--- src/rtl/conv_pkg.sv ---
// Shared definitions for the binary-convolution result packer.
//   WORD_W / TILE_W    : packed output word width and 2x2 result tile width
//   DEFAULT_ADDR_W     : default output SRAM address width
//   QUADn_BASE         : word bit that receives the top-left pixel of quad n
//   packer_state_e     : packer FSM state encoding
//   quad_base()        : quad index -> base bit
//   popcount16()       : number of set bits in a packed word
package conv_pkg;

    localparam int unsigned WORD_W         = 16;
    localparam int unsigned TILE_W         = 4;
    localparam int unsigned DEFAULT_ADDR_W = 12;

    // A 4x4 word is stored row-major (bit = row*4 + col); each 2x2 quad starts here.
    localparam logic [3:0] QUAD0_BASE = 4'd0;
    localparam logic [3:0] QUAD1_BASE = 4'd2;
    localparam logic [3:0] QUAD2_BASE = 4'd8;
    localparam logic [3:0] QUAD3_BASE = 4'd10;

    typedef enum logic [0:0] {
        IDLE = 1'b0,
        RUN  = 1'b1
    } packer_state_e;

    function automatic logic [3:0] quad_base(input logic [1:0] quad);
        logic [3:0] base;
        unique case (quad)
            2'd0:    base = QUAD0_BASE;
            2'd1:    base = QUAD1_BASE;
            2'd2:    base = QUAD2_BASE;
            default: base = QUAD3_BASE;
        endcase
        return base;
    endfunction

    function automatic logic [4:0] popcount16(input logic [WORD_W-1:0] word);
        logic [4:0] cnt;
        cnt = '0;
        for (int i = 0; i < WORD_W; i++) begin
            cnt = cnt + {4'd0, word[i]};
        end
        return cnt;
    endfunction

endpackage

--- src/rtl/packer_tile_place.sv ---
// Scatters one 2x2 result tile into its position inside a 4x4 packed word.
//   in_tile [3:0] : bit0 TL, bit1 TR, bit2 LL, bit3 LR
//   quad    [1:0] : which quadrant of the word this tile belongs to
//   mask   [15:0] : tile bits placed at base+0, base+1, base+4, base+5
// Purely combinational.
module packer_tile_place
    import conv_pkg::*;
(
    input  logic [TILE_W-1:0] in_tile,
    input  logic [1:0]        quad,
    output logic [WORD_W-1:0] mask
);

    logic [WORD_W-1:0] pattern;

    always_comb begin
        // Tile laid out as it sits at quad 0: row 0 cols 0..1, row 1 cols 0..1.
        pattern = {10'd0, in_tile[3:2], 2'b00, in_tile[1:0]};
        mask    = pattern << quad_base(quad);
    end

endmodule

--- src/rtl/conv_result_packer.sv ---
// Collects 2x2 convolution result tiles, packs four per 16-bit 4x4 word and writes each
// word to output SRAM at base + block index. Flags the last write of a frame.
// Optional feature macro: PACKER_ONES_COUNT_EN adds ones_count (set bits written in the
// current frame, saturating).
// Ports:
//   clk, reset (sync, active-high)
//   start, cfg_base_addr         : frame start pulse and base address (IDLE only)
//   in_valid, in_ready, in_tile  : tile stream
//   sram_write_en/address/data   : registered SRAM write port, no backpressure
//   busy, frame_done             : frame status
//   ones_count                   : (PACKER_ONES_COUNT_EN only)
module conv_result_packer
    import conv_pkg::*;
#(
    parameter int unsigned NUM_BLOCKS = 16,
    parameter int unsigned ADDR_W     = DEFAULT_ADDR_W
) (
    input  logic              clk,
    input  logic              reset,
    input  logic              start,
    input  logic [ADDR_W-1:0] cfg_base_addr,
    input  logic              in_valid,
    output logic              in_ready,
    input  logic [TILE_W-1:0] in_tile,
    output logic              sram_write_en,
    output logic [ADDR_W-1:0] sram_write_address,
    output logic [WORD_W-1:0] sram_write_data,
    output logic              busy,
`ifdef PACKER_ONES_COUNT_EN
    output logic [15:0]       ones_count,
`endif
    output logic              frame_done
);

    localparam int unsigned CNT_W = 13;
    localparam logic [CNT_W-1:0] LAST_BLOCK = CNT_W'(NUM_BLOCKS - 1);

    packer_state_e     state_q, state_d;
    logic [1:0]        quad_q;
    logic [CNT_W-1:0]  block_cnt_q;
    logic [WORD_W-1:0] acc_q;
    logic [ADDR_W-1:0] base_q;
    logic              we_q;
    logic [ADDR_W-1:0] addr_q;
    logic [WORD_W-1:0] data_q;
    logic              done_q;

    logic [WORD_W-1:0] tile_mask;
    logic [WORD_W-1:0] word;
    logic              xfer;
    logic              write_now;
    logic              frame_end;
    logic              start_ok;

    packer_tile_place u_tile_place (
        .in_tile (in_tile),
        .quad    (quad_q),
        .mask    (tile_mask)
    );

    always_comb begin
        start_ok  = (state_q == IDLE) && start;
        xfer      = (state_q == RUN) && in_valid;
        word      = acc_q | tile_mask;
        write_now = xfer && (quad_q == 2'd3);
        frame_end = write_now && (block_cnt_q == LAST_BLOCK);
    end

    always_comb begin
        state_d = state_q;
        unique case (state_q)
            IDLE:    if (start) state_d = RUN;
            RUN:     if (frame_end) state_d = IDLE;
            default: state_d = IDLE;
        endcase
    end

    always_ff @(posedge clk) begin
        if (reset) state_q <= IDLE;
        else       state_q <= state_d;
    end

    always_ff @(posedge clk) begin
        if (reset) begin
            quad_q      <= '0;
            block_cnt_q <= '0;
            acc_q       <= '0;
            base_q      <= '0;
            we_q        <= 1'b0;
            addr_q      <= '0;
            data_q      <= '0;
            done_q      <= 1'b0;
        end else begin
            we_q   <= write_now;
            done_q <= frame_end;
            if (start_ok) begin
                base_q      <= cfg_base_addr;
                quad_q      <= '0;
                block_cnt_q <= '0;
                acc_q       <= '0;
            end else if (xfer) begin
                quad_q <= quad_q + 2'd1;
                if (write_now) begin
                    // Clearing here lets the next cycle's tile begin a new word.
                    acc_q       <= '0;
                    addr_q      <= base_q + ADDR_W'(block_cnt_q);
                    data_q      <= word;
                    block_cnt_q <= frame_end ? '0 : block_cnt_q + CNT_W'(1);
                end else begin
                    acc_q <= word;
                end
            end
        end
    end

`ifdef PACKER_ONES_COUNT_EN
    logic [15:0] ones_q;
    logic [16:0] ones_sum;

    always_comb begin
        ones_sum = {1'b0, ones_q} + {12'd0, popcount16(word)};
    end

    always_ff @(posedge clk) begin
        if (reset || start_ok) begin
            ones_q <= '0;
        end else if (write_now) begin
            ones_q <= ones_sum[16] ? 16'hFFFF : ones_sum[15:0];
        end
    end

    assign ones_count = ones_q;
`endif

    assign in_ready           = (state_q == RUN);
    assign busy               = (state_q == RUN);
    assign sram_write_en      = we_q;
    assign sram_write_address = addr_q;
    assign sram_write_data    = data_q;
    assign frame_done         = done_q;

endmodule

--- config.mk ---
export PLATFORM = sky130hd
export DESIGN_NAME = conv_result_packer
export DESIGN_NICKNAME = d
export VERILOG_FILES = /design/src/rtl/conv_pkg.sv /design/src/rtl/packer_tile_place.sv /design/src/rtl/conv_result_packer.sv
export SDC_FILE = /design/constraint.sdc
export NUM_CORES = 1
export LEC_CHECK = 0
export BUFFER_PORTS_ARGS = -buffer_cell sky130_fd_sc_hd__buf_2
export CAP_MARGIN = 30
export CORE_MARGIN = 2
export CORE_UTILIZATION = 56
export DETAILED_ROUTE_END_ITERATION = 8
export PLACE_DENSITY_LB_ADDON = 0.1
export SKIP_LAST_GASP = 1
export SLEW_MARGIN = 15
export SYNTH_ARGS = -nofsm -noshare
export SYNTH_HDL_FRONTEND = slang
export SYNTH_SLANG_ARGS = --single-unit
export TNS_END_PERCENT = 30
--- constraint.sdc ---
create_clock -name clk -period 2.9 [get_ports clk]
set_input_delay 0.145 -clock clk [delete_from_list [all_inputs] [get_ports clk]]
set_output_delay 0.145 -clock clk [all_outputs]
set_load 0.02 [all_outputs]
==> metrics.md <==
| Metric | Value |
|---|---|
| FMAX | 441.3 MHz |
| DR iter-0 viols | between 150 and 200 |
| Hold Fails Final Rpt | 0 |
| # Max-Cap Violations | 0 |
| M2 GR Usage | 36.50% |
| Required time worst endpoint | 3.14 ns |
| Syn Inst Count | 382 |
| WHS | 0.02794 ns |
| Number of synthesized flops with an enable pin | 0 |
| Final wirelength | 7449 um |
| Sw Pwr | 0.4679 mW |
| Mapped Area | 0.003257 mm^2 |
| Final setup fails | 0 |
| GR met1 Demand/Resource | 36.96% |
| Area post-placement | 0.003565 mm^2 |
| Die height | 80.26 um |
| Vias | 2871 |
| Setup crit start kind | flop |
| Clk Latency, worst-skew pair | 0.35 ns |
| Max_slew headroom | 37.18% |
| Met3 Track Usage GR | 4.719% |
| Initial antenna violation count | 0 |
| Post-DRT Antenna Nets | 0 |
| Fraction of layout cells with a size suffix above 1 | 19.08% |
| Largest net degree at the start of global routing | 25 |
| Global route hottest layer | met1 |
| Sw frac | 24.74% |
| Hold Crit Class | in -> reg |
| CTS tree | done |
| Synth Area per Inst | 8.526 um^2 |
| Logic gate share of total power | 6.7% |
| Synthesized net count | 419 |
| Register area share after synthesis | 45.49% |
| Flop pwr share | around 55% |
| Gpl congestion | 0.9122 |
| Pwr/cell area | 505.2 mW/mm^2 |
| Max-slew violation count | 0 |
| Asr flop ratio synth | 0% |
| Setup CP Type | reg -> reg |
| Vias in the first global route | 2600 |
| Total CTS buffers | 9 |
| CP Capture Type | flop |
| Layout Nets | 468 |
| Static leakage | 1.604 nW |
| Clock root cell | clkbuf_8 |
| Die width | 80.26 um |
| First-pass GRT wire length | 12630 um |
| Worst-path fanout max | 6 |
| Core area | about 0.0056 mm^2 |
| Clk buf depth | 2 |
| Initial core utilization | between 50% and 60% |
| Tot GR Track Use | 25.52% |
| Status | finished, final reports clean |
| I/O pin count | 52 |
| Via density | 5.663 |
| PortBufs | 51 |
| Post-CTS Setup Inserts | 0 |
| Post-layout minimum cycle time | 2.266 ns |
| Crit-path slowest cell | fa_1 |
| Total negative slack | 0 ns |
| Crit-path max cell delay | 0.45 ns |
| Total gr overflow | 0 |
| Die footprint | 0.006442 mm^2 |
| # hold bufs at CTS | 0 |
| Fin area | 0.003744 mm^2 |
| Slew @ Worst Pin | about 0.94 ns |
| Clock power share | between 30% and 40% |
| Yosys warns | 0 |
| Netlist cell types | 44 |
| Clock sinks | 74 |
| DRC | 0 |
| # rows | 27 |
| Crit path DAT | 2.50 ns |
| ANT cells | 0 |
| Drt pass-1 iters | 4 |
| Worst clock skew | 0.01283 ns |
| Maximum vdd drop | 0.0004329 V |
| RSZ-0062 raised after global routing | no |
| Dominant synthesized flop cell | dfxtp_1 |
| Wire per inst | between 10 and 15 um |
| CTS clock-pin slew for the worst setup and hold paths | 0.08 ns |
| Post_cts resized | 0 |
| Crit-path cells | ha_1 > fa_1 > a211oi_2 > o21bai_1 > a21o_1 > nor4b_4 > a311o_1 |
| Fin crit share | 78.14% |
| Area growth, synth to finish | 14.94% |
| # H-tree levels | 3 |
| Int Pwr | 1.424 mW |
| Yosys reg bits | between 70 and 80 |
| DP HPWL | around 5300 um |
[power groups by stage]
stage / combinational (mW) / sequential [mW] / clock, mW
after global routing: 0.141 / 1.04 / 0.776
after floorplan: 0.0817 / 1.06 / 0
final: 0.127 / 1.04 / 0.724
after global placement: 0.122 / 1.06 / 0
after detailed placement: 0.124 / 1.06 / 0
after CTS: 0.125 / 1.04 / 0.743
[cell type report]
class                      instances  area [um^2]
clock inverter                     4        27.53
sequential                        74         1481
fill                             481         1831
tap                               72        90.09
timing repair buffer              58        307.8
multi-input combinational        283         1667
inverter                           5        18.77
clock buffer                      11        151.4
[path summary, 6_finish.rpt]
check | start | endpoint | slack (ns) | depth (start not counted)
worst max-delay path | block_cnt_q[0] | sram_write_address[6] | 0.63 | 7
worst min-delay path | cfg_base_addr[9] | base_q[9] | 0.03 | 3
worst max register to register | block_cnt_q[0] | sram_write_address[6] | 0.63 | 7
worst min register to register | sram_write_address[7] | sram_write_address[7] | 0.46 | 2
[sequential cells by signal, summed over array words and instances, names as in the netlist]
| name | count |
|---|---|
| base_q | 12 |
| frame_done | 1 |
| sram_write_en | 1 |
| sram_write_address | 12 |
| acc_q | 16 |
| quad_q | 2 |
| block_cnt_q | 13 |
| sram_write_data | 16 |
| busy | 1 |
[layout by cell type, fill, tap and decap left out, types with 7 or more instances in the layout]
master	count
clkbuf_8	11
xor2_1	11
ha_1	16
nor2_1	41
buf_2	51
and3_1	7
o21ai_0	20
buf_4	7
nand3_1	11
dfxtp_1	74
nand2_1	47
a21oi_1	76
[cell usage after synthesis (6+ instances only)]
cell type	instances	area [um^2]
xor2_1	11	96.34
buf_2	9	45.04
clkbuf_1	9	33.78
xnor2_1	6	52.55
ha_1	16	200.2
a21oi_1	76	380.4
nor2_1	41	153.9
nand4_1	6	37.54
dfxtp_1	74	1481
nand3_1	11	55.05
nand2_1	47	176.4
and3_1	7	43.79
o21ai_0	20	100.1
[critical path: cells and delay by family, from the launching register on]
family          cells  cell delay (ns)
flops               1             0.35
simple gates        1             0.15
fa+ha+maj           2             0.70
compound gates      4             0.97
[routing by layer]
layer	share of wire (%)	wire length (um)
met1	48	3607
met2	45	3326
met3	5.8	433
met4	1.1	81
met5	0	0
[per-stage QoR]
| step | setup slack [ns] | total power [mW] | util [%] | instances |
|---|---|---|---|---|
| 6_report | 0.6339 | 1.891 | 67.16 | 507 |
| 5_1_grt | 0.5374 | 1.960 | 67.16 | 507 |
| 4_1_cts | 0.6414 | 1.909 | 67.16 | 507 |
| 3_5_place_dp | 0.6571 | 1.188 | 63.95 | 492 |
| 3_3_place_gp | 0.7057 | 1.186 | 63.95 | 492 |
| 2_1_floorplan | 0.8095 | 1.143 | - | 382 |
[kinds of logic (layout without fill, tap and decap cells)]
| family | after synthesis | count (layout) | synth area share, % |
|---|---|---|---|
| flip-flops | 74 | 74 | 45.49 |
| AND/OR/NAND/NOR | 129 | 129 | 18.52 |
| adder cells (fa/ha/maj) | 17 | 17 | 6.761 |
| AO/OA/AOI/OAI | 120 | 120 | 21.32 |
| XOR/XNOR | 17 | 17 | 4.572 |
| buffers and inverters | 25 | 78 | 3.342 |
(Power assumes the default switching activity.)
